<file path="src/rtl/stream_arb_pkg.sv">
// Shared types for the stream arbitration/mux blocks.
// Arbiter FSM state type and select-width helper.
package stream_arb_pkg;

  typedef enum logic {
    IDLE   = 1'b0,
    LOCKED = 1'b1
  } arb_state_e;

  function automatic int sel_bits(input int n);
    return (n <= 2) ? 1 : $clog2(n);
  endfunction

endpackage

</file>
<file path="src/rtl/rr_priority_select.sv">
// Round-robin pick: first set req bit at or above prio_ptr, wrapping.
// Ports: req, prio_ptr in; found, sel out. Purely combinational.
module rr_priority_select #(
  parameter int NumInputs = 4,
  parameter int SelBits   = 2
) (
  input  logic [NumInputs-1:0] req,
  input  logic [SelBits-1:0]   prio_ptr,
  output logic                 found,
  output logic [SelBits-1:0]   sel
);

  logic [2*NumInputs-1:0] dbl;
  logic [NumInputs-1:0]   rot;
  logic [SelBits-1:0]     off;
  logic [SelBits:0]       sum;

  always_comb begin
    dbl = {req, req};
    // bit k of rot is requester (prio_ptr + k) mod NumInputs
    rot = dbl[prio_ptr +: NumInputs];
    off = '0;
    for (int k = NumInputs - 1; k >= 0; k--) begin
      if (rot[k]) off = SelBits'(k);
    end
    sum = {1'b0, prio_ptr} + {1'b0, off};
    if (sum >= (SelBits+1)'(NumInputs)) begin
      sum = sum - (SelBits+1)'(NumInputs);
    end
    found = |req;
    sel   = sum[SelBits-1:0];
  end

endmodule

</file>
<file path="src/rtl/stream_frame_arbiter.sv">
// Frame-locked round-robin arbiter onto one ready/valid stream.
// Ports: in_valid/in_ready/in_data/in_eof per source; out_* shared; out_sel.
module stream_frame_arbiter
  import stream_arb_pkg::*;
#(
  parameter int NumInputs = 4,
  parameter int DataBits  = 8,
  localparam int SelBits  = sel_bits(NumInputs)
) (
  input  logic                          clk,
  input  logic                          rst,
  input  logic [NumInputs-1:0]          in_valid,
  output logic [NumInputs-1:0]          in_ready,
  input  logic [NumInputs*DataBits-1:0] in_data,
  input  logic [NumInputs-1:0]          in_eof,
  output logic                          out_valid,
  input  logic                          out_ready,
  output logic [DataBits-1:0]           out_data,
  output logic                          out_eof,
  output logic [SelBits-1:0]            out_sel
);

  arb_state_e         state_q, state_d;
  logic [SelBits-1:0] grant_q, grant_d;
  logic [SelBits-1:0] prio_q, prio_d;
  logic               found;
  logic [SelBits-1:0] pick;
  logic [DataBits-1:0] data_arr [NumInputs];

  for (genvar i = 0; i < NumInputs; i++) begin : g_split
    assign data_arr[i] = in_data[i*DataBits +: DataBits];
  end

  rr_priority_select #(
    .NumInputs(NumInputs),
    .SelBits  (SelBits)
  ) u_pick (
    .req     (in_valid),
    .prio_ptr(prio_q),
    .found   (found),
    .sel     (pick)
  );

  always_ff @(posedge clk or negedge rst) begin
    if (!rst) begin
      state_q <= IDLE;
      grant_q <= '0;
      prio_q  <= '0;
    end else begin
      state_q <= state_d;
      grant_q <= grant_d;
      prio_q  <= prio_d;
    end
  end

  always_comb begin
    state_d   = state_q;
    grant_d   = grant_q;
    prio_d    = prio_q;
    out_valid = 1'b0;
    in_ready  = '0;
    out_data  = data_arr[grant_q];
    out_eof   = in_eof[grant_q];
    unique case (state_q)
      IDLE: begin
        if (found) begin
          grant_d = pick;
          state_d = LOCKED;
        end
      end
      LOCKED: begin
        out_valid         = in_valid[grant_q];
        in_ready[grant_q] = out_ready;
        if (in_valid[grant_q] && out_ready && in_eof[grant_q]) begin
          state_d = IDLE;
          // just-served source drops to lowest priority
          prio_d = (grant_q == SelBits'(NumInputs - 1))
                   ? '0 : grant_q + 1'b1;
        end
      end
      default: state_d = IDLE;
    endcase
  end

  assign out_sel = grant_q;

endmodule

</file>
<file path="config.mk">
export PLATFORM = sky130hd
export DESIGN_NAME = stream_frame_arbiter
export DESIGN_NICKNAME = d
export VERILOG_FILES = /design/src/rtl/stream_arb_pkg.sv /design/src/rtl/rr_priority_select.sv /design/src/rtl/stream_frame_arbiter.sv
export SDC_FILE = /design/constraint.sdc
export NUM_CORES = 1
export LEC_CHECK = 0
export CORE_UTILIZATION = 35
export DETAILED_ROUTE_END_ITERATION = 7
export PLACE_DENSITY_LB_ADDON = 0.08
export SETUP_SLACK_MARGIN = 0.02
export SYNTH_ARGS = -nofsm -noshare
export SYNTH_HDL_FRONTEND = slang
export SYNTH_SLANG_ARGS = --single-unit
</file>
<file path="constraint.sdc">
create_clock -name clk -period 4.4 [get_ports clk]
set_input_delay 1.1 -clock clk [delete_from_list [all_inputs] [get_ports clk]]
set_output_delay 1.1 -clock clk [all_outputs]
set_load 0.02 [all_outputs]
</file>
# ---- Word level (Yosys, flattened, before mapping)
# Index checks and enable logic that the tools add are counted.
dict set report word_totals {
  reg_bits 5
  out_inout_bits 16
  elab_cells 41
}
dict set report classes {
  addsub 3
  magnitude_cmp 4
  n_eq_ne 1
  shifts 1
  n_mux 20
  n_bitwise 3
  n_reduce_logical 6
}
# cell count
set op_table {}
lappend op_table {{binary-select mux 8 bit (select 2 bit)} 1}
lappend op_table {{two-way mux 8 bit} 2}
lappend op_table {{two-way mux 2 bit} 6}
lappend op_table {{indexed part select 8 x 3 -> 4 bit} 1}
lappend op_table {{greater-or-equal comparator 3 bit, second input constant} 2}
lappend op_table {{two-way mux 1 bit} 6}
lappend op_table {{AND 4 bit} 1}
lappend op_table {{binary-select mux 1 bit (select 2 bit)} 2}
lappend op_table {{two-way mux 4 bit} 1}
lappend op_table {{AND reduction 2 bit} 2}
lappend op_table {{OR reduction 4 bit} 1}
lappend op_table {{adder 2 x 2 -> 3 bit} 1}
lappend op_table {{logical AND 1 bit} 3}
lappend op_table {{less-than comparator 2 x 3 -> 1 bit, second input constant} 1}
lappend op_table {{inverter 2 -> 3 bit} 1}
lappend op_table {{adder 2 x 1 -> 2 bit, second input constant} 1}
lappend op_table {{demux 1 bit (select 2 bit)} 1}
lappend op_table {{equality test 2 bit, second input constant} 1}
lappend op_table {{greater-or-equal comparator 2 x 1 -> 1 bit, second input constant} 1}
lappend op_table {{case mux 1 bit (2 select lines)} 1}
lappend op_table {{subtractor 2 x 1 -> 2 bit, second input constant} 1}
lappend op_table {{inverter 1 bit} 1}

# ---- Depth between registers and ports, before layout
dict set report logic_depth {
  depth_word 8
  ltp_mapped 10
}

# ---- Hierarchy
# From an unflattened synthesis, not the netlist that was laid out.
dict set report unflattened {
  hier_cells 71
  hier_area_um2 726.9
}
# mod instances cells_per_inst area_each_um2 seq_area_each_um2
set modules_own_cells {}
lappend modules_own_cells {stream_frame_arbiter 1 44 548.0 125.1}
lappend modules_own_cells {rr_priority_select 1 27 178.9 0.0}

# ---- Worst setup path before layout
# OpenSTA, ideal clock, no wires.
dict set report synth_path {
  kind {input -> output}
  startpoint {input port in_valid[2]}
  endpoint {output port out_valid}
  arrival_ps 1946
  t_required_ps 3300
  setup_slack_ps 1354
  cell_stages 3
  path_buffers 1
  path_cell_list {buf_2 -> mux4_2 -> and2_1}
}
dict set report synth_between {
  elab_chain_cells 3
}
# element line_no
set synth_lines {}
lappend synth_lines {{start, declared} stream_frame_arbiter.sv:12} ;# input logic [NumInputs-1:0] in_valid,
lappend synth_lines {{binary-select mux 1 bit (select 2 bit)} stream_frame_arbiter.sv:72} ;# out_valid = in_valid[grant_q];
lappend synth_lines {{two-way mux 1 bit (implied by the code)} stream_frame_arbiter.sv:72}
lappend synth_lines {{two-way mux 1 bit} stream_frame_arbiter.sv:64} ;# unique case (state_q)
lappend synth_lines {{end, declared} stream_frame_arbiter.sv:16} ;# output logic out_valid,
# Every way passes these cells. The select of a mux whose other input is x is not followed.

# ---- Worst setup path after layout
dict set report layout_path {
  startpoint {input port in_valid[3]}
  endpoint {output port out_valid}
}
# The elaborated chain is that of the path after synthesis.

==> results.py <==
metrics = {
    "status": {
        "status": "complete, no violations",
    },
    "finish": {
        "nNetsFinal": 177,
        "final_cells": 155,
        "drive_above_1_share_pct": 14.84,
        "diodes": 0,
        "n_fill_cell": 150,
        "utilization_pct": 69.51,
        "syn_to_final_growth_pct": 85.35,
    },
    "clock_network": {
        "cts_resized": 0,
        "clockBufferDepth": 2,
        "cts_root_buf": "clkbuf_4",
        "cts_setup_buffers": 0,
        "cts_tree": "done",
        "numCtsBuffers": 3,
        "cts.sinks": 5,
        "clk_pin_slew_worst_paths_ns": 0.04,
        "clk_latency_ns": 0.25,
        "cts_hold_buffers": 0,
        "htreeDepth": 1,
    },
    "routing": {
        "wl_per_cell_um": 14.03,
        "vias": 828,
        "dr.pass1.iters": 4,
        "routed_wl_um": 2174,
        "drt-initial-drc-count": 9,
        "ant_nets": 0,
        "post_drt_via_cell_ratio": 5.342,
        "drc": 0,
    },
    "worst_setup_path": {
        "crit_required_ns": 3.30,
        "r2r_cells": 8,
        "start_kind": "primary input",
        "crit_fanout": 10,
        "critPathArrivalTime_ns": 2.89,
        "path_class": "in2out",
        "r2r_start": "prio_q[1]$_DFFE_PN0P_",
        "r2r_slack_ns": 2.18,
        "cp-end-kind": "output port",
        "reg2reg_to": "out_sel[1]$_DFFE_PN0P_",
    },
    "global_routing": {
        "gr-total-overflow": 0,
        "grt_pass1_wl_um": 2973,
        "grt_pass1_vias": 688,
        "grtUsageTotal_pct": 18.58,
        "grt_max_degree": 16,
        "antenna_found_initial": 0,
    },
    "worst_hold_path": {
        "hold_path_depth": 2,
        "worstHoldStart": "prio_q[0]$_DFFE_PN0P_",
        "hp-class": "reg2reg",
        "holdPathEnd": "prio_q[0]$_DFFE_PN0P_",
    },
    "place": {
        "gp_congestion": 0.7764,
        "post-place-cells": 151,
        "dp_slack_ns": 0.4155,
        "port_buffers": 58,
        "dp_hpwl_um": 1739,
    },
    "floorplan": {
        "initial_utilization_pct": 37.50,
        "die_w_um": 48.08,
        "pin_count": 59,
        "core.rowCount": 16,
        "die_h_um": 48.08,
        "die-area_sq_um": 2312,
        "core_area_sq_um": 1982,
    },
    "synth": {
        "netlist_top_cells_area": "mux4_2, dfrtp_1, ha_1, nand3b_1, mux4_1",
        "seq_area_frac_synth_pct": 16.84,
        "synth.distinct_cells": 33,
        "synth_seq_cells": 5,
        "avgSynthCellArea_sq_um": 10.93,
        "yosys.area.top_type_share_pct": 27.27,
        "syn_area_sq_um": 743.2,
        "yosysWarnings": 0,
        "synthCells": 68,
        "synth_top_area_cell": "mux4_2",
        "synth.net_count": 116,
    },
    "pwr": {
        "ir_worst_vdd_mv": 0.4254,
        "total_power_uw": 678.4,
        "powerDensity_nw_per_um2": 492.5,
        "power.leakage_nw": 0.5415,
    },
    "timing": {
        "fin_setup_tns_ns": 0,
        "rsz0062_at_grt": "false",
        "hold_viol_final": 0,
        "fin_skew_ns": 0.01172,
        "fin_crit_ns": 3.991,
        "setup_slack_ns": 0.4085,
        "slew_headroom_pct": 60.76,
        "setup_viol": 0,
        "fmax_mhz": 250.5,
        "final_max_slew_viol_count": 0,
        "final.period_utilization_pct": 90.72,
        "worst_pin_slew_ns": 0.5886,
    },
    "flow_run": {
        "max_cap_viol_count": 0,
    },
}
## where the power goes
part	internal (mW)	leakage, nW	total (mW)	switching [mW]
Combinational	0.288	0.468	0.495	0.207
Clock	0.0344	0.0150	0.0548	0.0204
Sequential	0.0658	0.0588	0.128	0.0623
Total	0.389	0.541	0.678	0.290
## worst max path at each step
stage          cells after the start        start  slack, ns         to
6_report                           4  in_valid[3]       0.41  out_valid
5_1_grt                            4  in_valid[3]       0.34  out_valid
4_1_cts                            4  in_valid[3]       0.40  out_valid
3_5_place_dp                       4  in_valid[3]       0.42  out_valid
3_3_place_gp                       4  in_valid[3]       0.42  out_valid
2_1_floorplan                      3  in_valid[2]       1.35  out_valid
## synthesized netlist by cell type
master / n
or3b_1: 3
o31a_1: 1
nand4_2: 1
or2_2: 1
mux2_2: 1
mux4_1: 1
nand3_1: 1
o31ai_1: 2
a211oi_1: 2
xnor2_1: 1
a21boi_0: 1
dfrtp_1: 5
nor4_1: 1
a21oi_1: 2
a311o_1: 1
nand3b_1: 4
nand2b_1: 1
o211ai_1: 1
mux4_2: 9
mux2_4: 1
nand2_1: 4
or3_1: 2
a2bb2oi_1: 1
buf_2: 2
ha_1: 5
buf_4: 1
o211ai_2: 1
nor2_1: 1
and3_1: 4
and2_1: 1
buf_1: 1
inv_1: 4
o21ai_0: 1
## cell type report
class                   count  area, sq um  area share [%]
clock buffers               4        26.28           1.907
flip-flops and latches      5        125.1           9.083
well taps                  27        33.78           2.452
repair buffers             60        595.6           43.23
inverters                   4        15.01           1.090
multi-input cells          55        581.8           42.23
## through the flow
stage               hold WS [ns]  instance area, sq um
floorplan                 0.5493                 743.2
global placement          0.6108                  1351
detailed placement        0.6292                  1351
CTS                       0.6515                  1378
global route              0.7156                  1378
finish                    0.6426                  1378
## critical path, stage by stage
cell and delay [ns]:
clkdlybuf4s50_1 0.53, mux4_2 0.55, and2_1 0.17, clkdlybuf4s50_1 0.54
## layer usage
| layer | part of all wire, % | vias up | track usage (%) | routed length [um] |
|---|---|---|---|---|
| met4 | 0.37 | 0 | 7.222 | 8 |
| met5 | 0 | - | 0 | 0 |
| met2 | 55 | 29 | 30.54 | 1206 |
| met1 | 39 | 404 | 24.03 | 858 |
| li1 | - | 393 | - | - |
| met3 | 4.6 | 2 | 3.396 | 101 |
## cell families after synthesis
family,synth area share (%)
xor+xnor,1.179
fa+ha+maj,8.418
compound gates,13.47
simple gates,20.88
flops,16.84
mux,34.34
buf+inv,4.882
## state kept, by name, indices dropped and copies added (netlist names)
signal	cells
out_sel	2
prio_q	2
state_q	1
## layout by cell type (no fill, tap or decap)
master and count:
nor4_1 1, clkbuf_1 1, a21boi_0 1, inv_1 4
a311o_1 1, xnor2_1 1, o31a_1 1, a2bb2oi_1 1
nand3b_1 4, mux2_4 1, mux4_1 1, buf_4 2
a211oi_1 2, o211ai_1 1, or3b_1 3, o21ai_0 1
nand2b_1 1, clkbuf_4 3, and3_1 4, nor2_1 1
dfrtp_1 5, clkdlybuf4s50_1 58, nand4_2 1, o211ai_2 1
mux4_2 9, nand3_1 1, or2_2 1, ha_1 5
or3_1 2, a21oi_1 2, o31ai_1 2, and2_1 1
nand2_1 4, mux2_2 1
Power figures use the tool's default switching activity.
